[config.mk]
export PLATFORM = sky130hd
export DESIGN_NAME = signtrunc_flat
export DESIGN_NICKNAME = d
export VERILOG_FILES = /design/src/rtl/signtrunc_if.sv /design/src/rtl/signtrunc.sv /design/src/flat_wrapper.sv
export SDC_FILE = /design/constraint.sdc
export NUM_CORES = 1
export LEC_CHECK = 0
export ABC_CLOCK_PERIOD_IN_PS = 2200
export BUFFER_PORTS_ARGS = -buffer_cell sky130_fd_sc_hd__buf_2
export CAP_MARGIN = 0
export CORE_ASPECT_RATIO = 1.4
export CORE_MARGIN = 10
export CORE_UTILIZATION = 52
export DETAILED_ROUTE_END_ITERATION = 10
export GPL_TIMING_DRIVEN = 0
export PLACE_DENSITY = 0.87
export SETUP_SLACK_MARGIN = 0.02
export SYNTH_ARGS = -nofsm -noshare
export SYNTH_HDL_FRONTEND = slang
export SYNTH_SLANG_ARGS = --single-unit
[constraint.sdc]
create_clock -name clk -period 2.2 [get_ports clk]
set_clock_uncertainty 0.15 [all_clocks]
set_input_delay 0.44 -clock clk [delete_from_list [all_inputs] [get_ports clk]]
set_output_delay 0.44 -clock clk [all_outputs]
set_load 0.05 [all_outputs]
[src/rtl/signtrunc_if.sv]
// Valid/ready bus carrying a wide signed word into the narrowing stage and the
// narrowed word plus its overflow flag out of it.
interface signtrunc_if #(
    parameter int N_IN  = 16,
    parameter int N_OUT = 8
);
    logic              in_valid;
    logic              in_ready;
    logic [N_IN-1:0]   in_data;
    logic              in_sat;
    logic              out_valid;
    logic              out_ready;
    logic [N_OUT-1:0]  out_data;
    logic              out_ovf;

    modport master (
        output in_valid, in_data, in_sat, out_ready,
        input  in_ready, out_valid, out_data, out_ovf
    );

    modport slave (
        input  in_valid, in_data, in_sat, out_ready,
        output in_ready, out_valid, out_data, out_ovf
    );
endinterface

[src/rtl/signtrunc.sv]
// Pipelined signed narrowing stage: saturates or wraps an N_IN-bit word to N_OUT
// bits, flags overflow, and keeps a saturating count of overflowing words.
module signtrunc #(
    parameter int N_IN  = 16,
    parameter int N_OUT = 8,
    parameter int CNT_W = 16
) (
    input  logic             clk,
    input  logic             rst,
    signtrunc_if.slave       bus,
    input  logic             clr_count,
    output logic [CNT_W-1:0] ovf_count
);

    typedef enum logic [1:0] {
        ST_EMPTY = 2'd0,
        ST_ONE   = 2'd1,
        ST_FULL  = 2'd2
    } state_e;

    // Overflow when the top N_IN-N_OUT+1 bits are not all equal.
    function automatic logic f_ovf(input logic [N_IN-1:0] d);
        logic [N_IN-N_OUT:0] top;
        top = d[N_IN-1:N_OUT-1];
        return ~((&top) | ~(|top));
    endfunction

    function automatic logic [N_OUT-1:0] f_narrow(input logic [N_IN-1:0] d,
                                                  input logic sat);
        logic [N_OUT-1:0] res;
        if (sat && f_ovf(d)) begin
            res = d[N_IN-1] ? {1'b1, {(N_OUT-1){1'b0}}} : {1'b0, {(N_OUT-1){1'b1}}};
        end else begin
            res = d[N_IN-1-(N_IN-N_OUT):0];
        end
        return res;
    endfunction

    state_e           state_q, state_d;
    logic [N_OUT-1:0] or_data_q, or_data_d;
    logic             or_ovf_q, or_ovf_d;
    logic [N_OUT-1:0] sk_data_q, sk_data_d;
    logic             sk_ovf_q, sk_ovf_d;
    logic             in_ready_q, in_ready_d;
    logic             out_valid_q, out_valid_d;
    logic [CNT_W-1:0] cnt_q, cnt_d;

    logic             accept_s;
    logic             xfer_s;
    logic [N_OUT-1:0] new_data_s;
    logic             new_ovf_s;

    // Next-state, storage and counter update from this cycle's handshakes.
    always_comb begin
        accept_s    = bus.in_valid && in_ready_q;
        xfer_s      = out_valid_q && bus.out_ready;
        new_data_s  = f_narrow(bus.in_data, bus.in_sat);
        new_ovf_s   = f_ovf(bus.in_data);
        state_d     = state_q;
        or_data_d   = or_data_q;
        or_ovf_d    = or_ovf_q;
        sk_data_d   = sk_data_q;
        sk_ovf_d    = sk_ovf_q;
        cnt_d       = cnt_q;

        case (state_q)
            ST_EMPTY: begin
                if (accept_s) begin
                    or_data_d = new_data_s;
                    or_ovf_d  = new_ovf_s;
                    state_d   = ST_ONE;
                end else begin
                    state_d   = ST_EMPTY;
                end
            end
            ST_ONE: begin
                if (accept_s && xfer_s) begin
                    or_data_d = new_data_s;
                    or_ovf_d  = new_ovf_s;
                    state_d   = ST_ONE;
                end else if (accept_s) begin
                    sk_data_d = new_data_s;
                    sk_ovf_d  = new_ovf_s;
                    state_d   = ST_FULL;
                end else if (xfer_s) begin
                    state_d   = ST_EMPTY;
                end else begin
                    state_d   = ST_ONE;
                end
            end
            ST_FULL: begin
                // in_ready is low here, so only a drain of OR can happen.
                if (xfer_s) begin
                    or_data_d = sk_data_q;
                    or_ovf_d  = sk_ovf_q;
                    state_d   = ST_ONE;
                end else begin
                    state_d   = ST_FULL;
                end
            end
            default: begin
                state_d = ST_EMPTY;
            end
        endcase

        if (clr_count) begin
            cnt_d = {CNT_W{1'b0}};
        end else if (accept_s && new_ovf_s && (cnt_q != {CNT_W{1'b1}})) begin
            cnt_d = cnt_q + {{(CNT_W-1){1'b0}}, 1'b1};
        end else begin
            cnt_d = cnt_q;
        end

        in_ready_d  = (state_d != ST_FULL);
        out_valid_d = (state_d != ST_EMPTY);
    end

    // State registers with synchronous reset.
    always_ff @(posedge clk) begin
        if (rst) begin
            state_q     <= ST_EMPTY;
            or_data_q   <= {N_OUT{1'b0}};
            or_ovf_q    <= 1'b0;
            sk_data_q   <= {N_OUT{1'b0}};
            sk_ovf_q    <= 1'b0;
            in_ready_q  <= 1'b0;
            out_valid_q <= 1'b0;
            cnt_q       <= {CNT_W{1'b0}};
        end else begin
            state_q     <= state_d;
            or_data_q   <= or_data_d;
            or_ovf_q    <= or_ovf_d;
            sk_data_q   <= sk_data_d;
            sk_ovf_q    <= sk_ovf_d;
            in_ready_q  <= in_ready_d;
            out_valid_q <= out_valid_d;
            cnt_q       <= cnt_d;
        end
    end

    assign bus.in_ready  = in_ready_q;
    assign bus.out_valid = out_valid_q;
    assign bus.out_data  = or_data_q;
    assign bus.out_ovf   = or_ovf_q;
    assign ovf_count     = cnt_q;

endmodule

[src/flat_wrapper.sv]
// flat-port wrapper written by rule: the top's interface ports become plain ports
module signtrunc_flat 
#(
    parameter int N_IN  = 16,
    parameter int N_OUT = 8,
    parameter int CNT_W = 16
)
  (clk, rst, clr_count, ovf_count, bus_in_valid, bus_in_data, bus_in_sat, bus_out_ready, bus_in_ready, bus_out_valid, bus_out_data, bus_out_ovf);
  signtrunc_if #(.N_IN(N_IN), .N_OUT(N_OUT)) bus_i ();
  input  logic clk;
  input  logic rst;
  input  logic clr_count;
  output logic [CNT_W-1:0] ovf_count;
  input wire logic [$bits(bus_i.in_valid)-1:0] bus_in_valid;
  input wire logic [$bits(bus_i.in_data)-1:0] bus_in_data;
  input wire logic [$bits(bus_i.in_sat)-1:0] bus_in_sat;
  input wire logic [$bits(bus_i.out_ready)-1:0] bus_out_ready;
  output wire logic [$bits(bus_i.in_ready)-1:0] bus_in_ready;
  output wire logic [$bits(bus_i.out_valid)-1:0] bus_out_valid;
  output wire logic [$bits(bus_i.out_data)-1:0] bus_out_data;
  output wire logic [$bits(bus_i.out_ovf)-1:0] bus_out_ovf;
  assign bus_i.in_valid = bus_in_valid;
  assign bus_i.in_data = bus_in_data;
  assign bus_i.in_sat = bus_in_sat;
  assign bus_i.out_ready = bus_out_ready;
  assign bus_in_ready = bus_i.in_ready;
  assign bus_out_valid = bus_i.out_valid;
  assign bus_out_data = bus_i.out_data;
  assign bus_out_ovf = bus_i.out_ovf;
  signtrunc #(.N_IN(N_IN), .N_OUT(N_OUT), .CNT_W(CNT_W)) u_core (.clk(clk), .rst(rst), .bus(bus_i), .clr_count(clr_count), .ovf_count(ovf_count));
endmodule
* Yosys cells after proc, flatten, opt, wreduce, memory -nomap -nowiden
Index checks and enable logic that the tools add are counted.
** Cells by class
- Order comparisons :: 0
- Muxes and demuxes :: 16
- Bitwise logic cells :: 4
- Div/mod/pow operators :: 0
- $mul :: 0
- Shift operators :: 0
- Add/sub/neg operators :: 1
- Reductions and logical operators :: 14
- Equality and inequality tests :: 7
** Operator list (count)
- $mux W8 :: 5
- $pmux W8 S3 :: 1
- $add A16 B1 Y16 const B :: 1
- $ne A16 B16 Y1 const B :: 1
- $reduce_and A9 Y1 :: 1
- $reduce_or A9 Y1 :: 1
- $logic_and A1 B1 Y1 :: 6
- $mux W2 :: 3
- $ne A2 B1 Y1 const B :: 3
- $pmux W2 S3 :: 1
- $mux W1 :: 5
- $reduce_and A4 Y1 :: 1
- $not A1 Y1 :: 3
- $pmux W1 S3 :: 1
- $reduce_and A3 Y1 :: 1
- $reduce_bool A3 Y1 :: 1
- $eq A2 B1 Y1 const B :: 1
- $eq A2 B2 Y1 const B :: 1
- $logic_not A2 Y1 :: 1
- $ne A2 B2 Y1 const B :: 1
- $reduce_bool A2 Y1 :: 1
- $reduce_or A2 Y1 :: 1
- $or A1 B1 Y1 :: 1
** Storage, ports and cells
- Memory bits (read-only) :: 0
- Word-level logic and storage cells :: 50
- Register bits after elaboration :: 38
- Bits in latches :: 0
- Memories kept :: 0
- Memory bits (writable) :: 0
- Output and inout bits :: 27

* Longest topological paths before layout
Gate-level depths: netlist of run 1.
- Word-level depth :: 8
- Mapped depth :: 6
- Gate-level depth less buffers :: 6

* Least setup slack after synthesis of run 1
Ideal clock, no wire load.
- Path type :: flip-flop to flip-flop
- Start :: register u_core.cnt_q[2], in the netlist u_core.ovf_count[2]
- End :: register u_core.cnt_q[11], in the netlist u_core.ovf_count[11]
- Stages on the path, launching flop included :: 7
- Required time :: 1.980 ns
- Period minus slack after synthesis :: 2.365 ns
- Setup slack :: -0.165 ns
- Arrival :: 2.145 ns
- Library setup time :: 0.070 ns
- Cells stage by stage :: dfxtp_1 and3_1 nand3_1 or4_1 buf_4 or4_1 a21oi_1
** On the way
- Cells in the longest elaborated chain, start to end :: 2
- Elaborated cells between the ends (all ways) :: 3
- Those cells by class :: add/sub (1); eq/ne (1); reduce/logical (1)
** Ends and longest elaborated chain
- from (decl) :: RTL line signtrunc.sv:46 : logic [CNT_W-1:0] cnt_q, cnt_d;
- from (signal assigned) :: RTL line signtrunc.sv:128 : cnt_q <= {CNT_W{1'b0}};
- from (signal assigned) :: RTL line signtrunc.sv:137 : cnt_q <= cnt_d;
- branches (longest 2 deep; another with $add A16 B1 Y16)
Parallel ways; which one is timed is not known.
A chain may end at the register's enable or synchronous reset.

* Worst setup path after layout of run 1
- Start :: input bus_in_data[8]
- End :: register u_core.sk_data_q[1]
** On the way
- Cells in the longest elaborated chain, start to end :: 6
- Elaborated cells between the ends (all ways) :: 7
- Those cells by class :: mux (1); bitwise (3); reduce/logical (3)
** Ends and longest elaborated chain
- from (decl) :: RTL line flat_wrapper.sv:15 : input wire logic [$bits(bus_i.in_data)-1:0] bus_in_data;
- $reduce_or A9 Y1 :: RTL line signtrunc.sv:25 : return ~((&top) | ~(|top));
- $not A1 Y1 :: RTL line signtrunc.sv:25
- $or A1 B1 Y1 (*) :: RTL line signtrunc.sv:25
- $not A1 Y1 (*) :: RTL line signtrunc.sv:25
- $logic_and A1 B1 Y1 (*) :: RTL line signtrunc.sv:31 : if (sat && f_ovf(d)) begin
- $mux W8 (*) :: RTL line signtrunc.sv:31
- to (signal assigned) :: RTL line signtrunc.sv:124 : sk_data_q <= {N_OUT{1'b0}};
- to (signal assigned) :: RTL line signtrunc.sv:133 : sk_data_q <= sk_data_d;
- to (decl) :: RTL line signtrunc.sv:42 : logic [N_OUT-1:0] sk_data_q, sk_data_d;
Every way passes the cells marked *; elsewhere a longest branch is shown, timed or not.

==> results of run 1 <==
metrics by stage:
step / area, sq um / hold WS (ps) / util (%)
floorplan: 1870 / 319 / -
global placement: 2150 / 294 / 63.1
detailed placement: 2150 / 300 / 63.1
CTS: 2290 / 296 / 67.1
global route: 2300 / 301 / 67.6
finish: 2300 / 296 / 67.6
synthesized netlist by cell type (2+ instances only):
library cell / number / area, sq um
a211oi_1: 9 / 67.6
a21oi_1: 32 / 160
a31oi_1: 4 / 25.0
and2_1: 2 / 12.5
and2_2: 2 / 15.0
and3_1: 4 / 25.0
and4_1: 2 / 17.5
clkbuf_1: 6 / 22.5
dfxtp_1: 38 / 761
inv_1: 4 / 15.0
mux2i_1: 2 / 20.0
nand2_1: 15 / 56.3
nand3_1: 10 / 50.1
nand3_2: 2 / 20.0
nand4_1: 6 / 37.5
nor2_1: 24 / 90.1
nor2b_1: 2 / 12.5
nor3_1: 12 / 60.1
o21ai_0: 11 / 55.1
o31ai_1: 9 / 67.6
or2_2: 2 / 12.5
or3_1: 4 / 25.0
or4_1: 11 / 82.6
logic make-up after synthesis:
family / Yosys count / synth area share [%]
flip-flops: 38 / 40.9
adder cells (fa/ha/maj): 1 / 0.673
buffers and inverters: 12 / 3.10
multiplexers: 2 / 1.08
AND/OR/NAND/NOR: 106 / 31.2
AO/OA/AOI/OAI: 71 / 23.0
worst max path at each step:
stage | startpoint | endpoint | slack [ps] | cells after the start
2_1_floorplan | u_core.ovf_count[2] | u_core.ovf_count[11] | 40 | 6
3_3_place_gp | bus_in_data[8] | u_core.sk_data_q[1] | -190 | 6
3_5_place_dp | bus_in_data[8] | u_core.sk_data_q[1] | -220 | 6
4_1_cts | bus_in_data[8] | u_core.sk_data_q[1] | 90 | 6
5_1_grt | u_core.ovf_count[0] | u_core.ovf_count[14] | 40 | 6
6_report | bus_in_data[8] | u_core.sk_data_q[1] | 120 | 6
power by group through the flow:
stage	Combinational (uW)	Clock (uW)	Sequential, uW
6_report	231	719	733
5_1_grt	250	754	737
4_1_cts	231	726	732
3_5_place_dp	230	0	748
3_3_place_gp	226	0	748
2_1_floorplan	90.9	0	815
registers in the layout, summed over array words and instances, names as in the netlist:
register	flops
u_core.bus.out_valid	1
u_core.ovf_count	16
u_core.bus.out_data	8
u_core.sk_data_q	8
u_core.bus.in_ready	1
u_core.state_q	2
u_core.sk_ovf_q	1
u_core.bus.out_ovf	1
worst max-delay path, stage by stage:
cell,delay (ps)
buf_2,100
or4_2,700
o211a_1,340
nand2b_2,290
a21oi_1,150
nor3_1,70
final cells by class:
class                   count  area, sq um
repair buffers             47          235
clock inverters             3         68.8
flip-flops and latches     38          768
clock buffers               5         68.8
plain buffers               8         42.5
inverters                   4         15.0
multi-input cells         180         1060
well taps                  40         50.0
fillers                   301         1100
what timing repair did:
item / CTS / global route
endpoints found under the hold margin: 0 / 0
resized for setup: 0 / 4
endpoints found under the setup margin: 0 / 10
cells in the final DEF (no fill, tap or decap), drive strengths merged, types with 2 or more instances in the layout:
| cell | n |
|---|---|
| buf | 48 |
| dfxtp | 38 |
| a21oi | 32 |
| nor2 | 25 |
| nand2 | 15 |
| or4 | 12 |
| nor3 | 12 |
| nand3 | 12 |
| o21ai | 11 |
| clkbuf | 11 |
| a211oi | 9 |
| o31ai | 9 |
| nand4 | 6 |
| or3 | 5 |
| and3 | 5 |
| inv | 4 |
| a31oi | 4 |
| and2 | 4 |
| or2 | 2 |
| nor2b | 2 |
| and4 | 2 |
| mux2i | 2 |
| bufinv | 2 |
layer usage:
layer	track usage (%)	part of all wire [%]	wire length, um	vias up
met5	0	0	0	-
met1	15.3	40	2010	936
met2	27.3	53	2670	58
met3	4.29	5.7	290	8
met4	7.43	1.8	93	0
li1	-	-	-	984
==> metrics.txt, run 1 <==
number of distinct standard cells referenced by the synthesized netlist 40; slack of the critical path 115 ps; Worst Tran Pin Value between 900 and 1000 ps; Via Count 1986; IO Port Bufs 47; area of the core around 3400 sq um; signed area change from the synthesized netlist to the final layout 24.0%; Hold Violations, Final 0; weighted congestion reported at the end of routability-driven placement about 0.83; number of vias per cell after detailed routing roughly 6.1; r2r startpoint u_core.ovf_count[0]; overall die height between 90 and 100 um; number of synthesized register bits 38; fraction of final layout cells sized beyond drive strength 1 between 20% and 30%; Post-Synthesis Mean Instance Area approximately 8.1 sq um; global-route total usage across every layer 15.2%; number of antenna violations at the first check in global routing 0; final worst path period share 94.8%; reported net switching power 446 uW; dpl ws -218 ps; hold path endpoint u_core.ovf_count[8]; internal reg-to-reg setup slack around 130 ps; routed length per placed instance ~16 um; number of enable-type register cells in the synthesized netlist 0; crit path time final 2080 ps; maximum VDD drop roughly 460 uV; net count after synthesis between 200 and 300; clock transition at the register clock pins on the worst setup and hold paths after CTS 80 ps; total power consumption of the routed design 1680 uW; post-CTS setup buffer count 0; timing-limited maximum frequency between 400 and 500 MHz; clock tree from TritonCTS done; Synth Flop Type dfxtp_1; drt pass-1 iters 4; via count of the first global-routing pass 1937; Final Slew Violations 0; clk_lat worst skew between 200 and 300 ps; antenna cells 0; deepest level of the CTS H-tree 2; cell count after synthesis 230; initial DRC count between 100 and 150; RR Endpoint u_core.ovf_count[14]; clock group share of total power a little over two fifths; max-capacitance violation count 0; Setup Crit Path Kind input port to register; maximum fanout along the worst path 8; horizontal die dimension about 71 um; relative slew slack around 38%; path type of the worst min-delay path input port to register; count of placed standard cells in the final layout, fillers left out about 330; Post-DRT Antenna Nets 0; Startpoint Class input port; wire length of the first global-routing pass 8380 um; unrepaired setup endpoints after global routing no; logic gate share of total power 13.7%; clock tree root driver cell clkbuf_8; NumNets Final between 300 and 400; Worst Hold Launch clr_count; number of rows created at floorplan 25; die area 6400 sq um; number of buffers inserted for hold repair after clock tree synthesis 0; DRC viols 0; category of the worst setup path capture point register; power per cell area 730 nW/um^2; Clock Sinks 38; share of total power consumed by net switching between 20% and 30%; number of buffers created by CTS 5; global-route congestion overflow total 0; P_int about 1200 uW; async set-reset flop share out of synthesis 0%; DPL Wire Length about 3700 um; number of warning messages in the yosys log 0; Total Neg Setup Slack 0 ps; I/O pin count 49; Cells on Worst Hold Path 3; sequential share of the synthesized area between 40% and 50%; Leak Pwr roughly 0.00093 uW; Crit path required time between 2000 and 2500 ps; total wire length after detailed routing about 5100 um; Final setup violation count 0; sequential fraction of design power ~44%; status finished, final reports clean; Max Buffers Root-to-Sink 2; Reg2Reg Depth 6; largest net degree at the start of global routing 14; placed cell count between 300 and 400; worst path arrival time roughly 2100 ps; mapped cell area between 1500 and 2000 sq um; effective utilization at floorplan between 50% and 60%
(Power assumes the default switching activity.)
==> inputs of run 2 (changes only) <==
--- a/config.mk
+++ b/config.mk
@@ -5,15 +5,18 @@
 export SDC_FILE = /design/constraint.sdc
 export NUM_CORES = 1
 export LEC_CHECK = 0
+export ABC_AREA = 1
 export ABC_CLOCK_PERIOD_IN_PS = 2200
 export BUFFER_PORTS_ARGS = -buffer_cell sky130_fd_sc_hd__buf_2
 export CAP_MARGIN = 0
+export CELL_PAD_IN_SITES_DETAIL_PLACEMENT = 0
+export CELL_PAD_IN_SITES_GLOBAL_PLACEMENT = 1
 export CORE_ASPECT_RATIO = 1.4
 export CORE_MARGIN = 10
-export CORE_UTILIZATION = 52
+export CORE_UTILIZATION = 38
 export DETAILED_ROUTE_END_ITERATION = 10
 export GPL_TIMING_DRIVEN = 0
-export PLACE_DENSITY = 0.87
+export PLACE_DENSITY = 0.88
 export SETUP_SLACK_MARGIN = 0.02
 export SYNTH_ARGS = -nofsm -noshare
 export SYNTH_HDL_FRONTEND = slang
==> run 2 against run 1 <==
Compared with the run above:
- sequential share of layout area shrank 3.8 points
- area after synthesis grew 14%
- largest power group unchanged
- synthesized cell count grew 30%
- sequential power is essentially flat
- final cell count grew 30%
- flip-flop and latch count is the same
- via count grew 0.40%
- register-to-register slack gained 130 ps
- hold slack lost 39 ps
- critical path depth grew 3
- routed wire length grew 3.0%
==> metrics.txt, run 2 <==
area of all placed cells without fillers ~2600 sq um; number of synthesized register bits 38; category of the worst setup path capture point register; Post-Synthesis Mean Instance Area 7.06 sq um; Setup Crit Path Kind register to register; largest area contributor in the netlist dfxtp_1; number of distinct standard cells referenced by the synthesized netlist 30; worst path arrival time about 1900 ps; horizontal die dimension about 83 um; fraction of final layout cells sized beyond drive strength 1 28.1%; number of vias per cell after detailed routing roughly 4.7; largest net degree at the start of global routing 14; Hold Violations, Final 0; max-capacitance violation count 0; top post-synthesis cells by area dfxtp_1 36%, nand2_1 13%, nor2_1 6.2%, a21oi_1 6.1%, inv_1 5.3%; die area between 8000 and 9000 sq um; unrepaired setup endpoints after global routing no; signed area change from the synthesized netlist to the final layout 21.9%; post-placement cell area 2440 sq um; wire length of the first global-routing pass about 9000 um; initial DRC count 45; effective utilization at floorplan roughly two fifths; CP max stage cell dfxtp_1; most used cells in the layout excluding fill and tap cells 74 x nand2_1, 50 x buf_2, 38 x dfxtp_1, 35 x nor2_1, 30 x inv_1; slowest cell delay on critical path approximately 470 ps; Crit path required time ~2200 ps; I/O pin count 49; internal reg-to-reg setup slack approximately 260 ps; overall die height 108 um; Post-DRT Antenna Nets 0; leading post-synthesis cells by instance count 74 x nand2_1, 38 x dfxtp_1, 35 x nor2_1; worst path bufs/invs 1; number of buffers inserted for hold repair after clock tree synthesis 0; weighted congestion reported at the end of routability-driven placement 0.834; net count after synthesis 323; Largest register FFs 16; most frequently used cell type in the post-synthesis netlist nand2_1; path type of the worst min-delay path input port to register; cells resized by post-CTS repair 0; clk_lat worst skew 290 ps; post-CTS setup buffer count 0; DRC viols 0; Total Neg Setup Slack 0 ps; commonest non-fill, non-tap cell in the layout nand2_1; power per cell area 665 nW/um^2; number of warning messages in the yosys log 0; clock tree root driver cell clkbuf_8; clock transition at the register clock pins on the worst setup and hold paths after CTS 80 ps; IO Port Bufs 48; NumNets Final roughly 380; relative slew slack between 40 and 50%; Via Count roughly 2000; clock tree from TritonCTS done; via count of the first global-routing pass between 2000 and 2500; status finished, final reports clean; Leak Pwr around 0.0012 uW; area share of the leading cell type in the synthesized netlist 35.9%; dpl ws between 200 and 250 ps; Clock Sinks 38; cell breakdown of the critical path ha_1 -> nand3_2 -> nor2_4 -> nand3_2 -> nor2_2 -> nor2_4 -> buf_6 -> nand2_2 -> a21oi_2; Final setup violation count 0; global-route congestion overflow total 0; total power consumption of the routed design about 1700 uW; crit path time final slightly below 2000 ps; maximum VDD drop 437 uV; deepest level of the CTS H-tree 2; antenna cells 0; number of filler instances in the final layout just over 600; maximum fanout along the worst path 10; area of the core between 5000 and 6000 sq um; number of rows created at floorplan 32; final worst path period share around 88%; async set-reset flop share out of synthesis 0%; DPL Wire Length 4080 um; number of antenna violations at the first check in global routing 0; Max Buffers Root-to-Sink 2; storage element area 761 sq um; Synth Flop Type dfxtp_1; drt pass-1 iters 4; Startpoint Class register; combined area of the multi-input logic cells between 1000 and 1500 sq um; timing-limited maximum frequency around 520 MHz; cell count after synthesis 300; sequential share of the synthesized area a little over a third; Final Slew Violations 0; routed length per placed instance around 12 um; Worst Tran Pin Value between 700 and 800 ps; category of cells accounting for the largest share of critical-path delay simple AND/OR/NAND/NOR gates; slack of the critical path about 260 ps; count of placed standard cells in the final layout, fillers left out around 420; number of buffers created by CTS 5; placed cell count 416; global-route total usage across every layer 11.7%; total wire length after detailed routing between 5000 and 6000 um; mapped cell area approximately 2100 sq um; number of enable-type register cells in the synthesized netlist 0
[run 2: area by class of cell]
type,instances,area share (%)
Multi-Input combinational cell,224,46.2
Sequential cell,38,29.5
Timing Repair Buffer,48,9.31
Inverter,32,4.66
Tap cell,68,3.30
Clock buffer,5,2.67
Clock inverter,3,2.67
Buffer,6,1.70
[run 2: power by group]
group	switching [uW]	internal (uW)
sequential	15.4	717
combinational	188	73.6
clock	268	455
[run 2: stage by stage]
| step | util [%] | hold slack [ps] |
|---|---|---|
| 2_1_floorplan | - | 353 |
| 3_3_place_gp | 44.9 | 346 |
| 3_5_place_dp | 44.9 | 352 |
| 4_1_cts | 47.4 | 265 |
| 5_1_grt | 47.4 | 278 |
| 6_report | 47.4 | 257 |
[run 2: path summary, 6_finish.rpt]
path | start | to | cells after the start
max | u_core.ovf_count[0] | u_core.ovf_count[5] | 9
min | clr_count | u_core.ovf_count[0] | 4
max reg2reg | u_core.ovf_count[0] | u_core.ovf_count[5] | 9
min reg2reg | u_core.ovf_count[13] | u_core.ovf_count[13] | 2
[run 2: cell families after synthesis]
kind of cell / count (synthesis) / synth area share, %
and+or+nand+nor: 155 / 35.8
AOI/OAI and AO/OA: 56 / 15.0
buffers and inverters: 38 / 7.74
DFF: 38 / 35.9
xor gates and xnor gates: 12 / 4.96
adders and majority gates: 1 / 0.591
[run 2: worst register-to-register path, stage by stage (launching register included)]
cell,delay (ps)
dfxtp_1,470
ha_1,280
nand3_2,110
nor2_4,170
nand3_2,120
nor2_2,140
nor2_4,80
buf_6,160
nand2_2,70
a21oi_2,50
[run 2: per-layer routing]
layer	vias to the layer above	GRT usage (%)	wire length (um)
li1	1063	-	-
met1	879	11.3	2110
met2	46	23.1	2740
met3	6	3.99	301
met4	0	2.80	54
met5	-	0	0
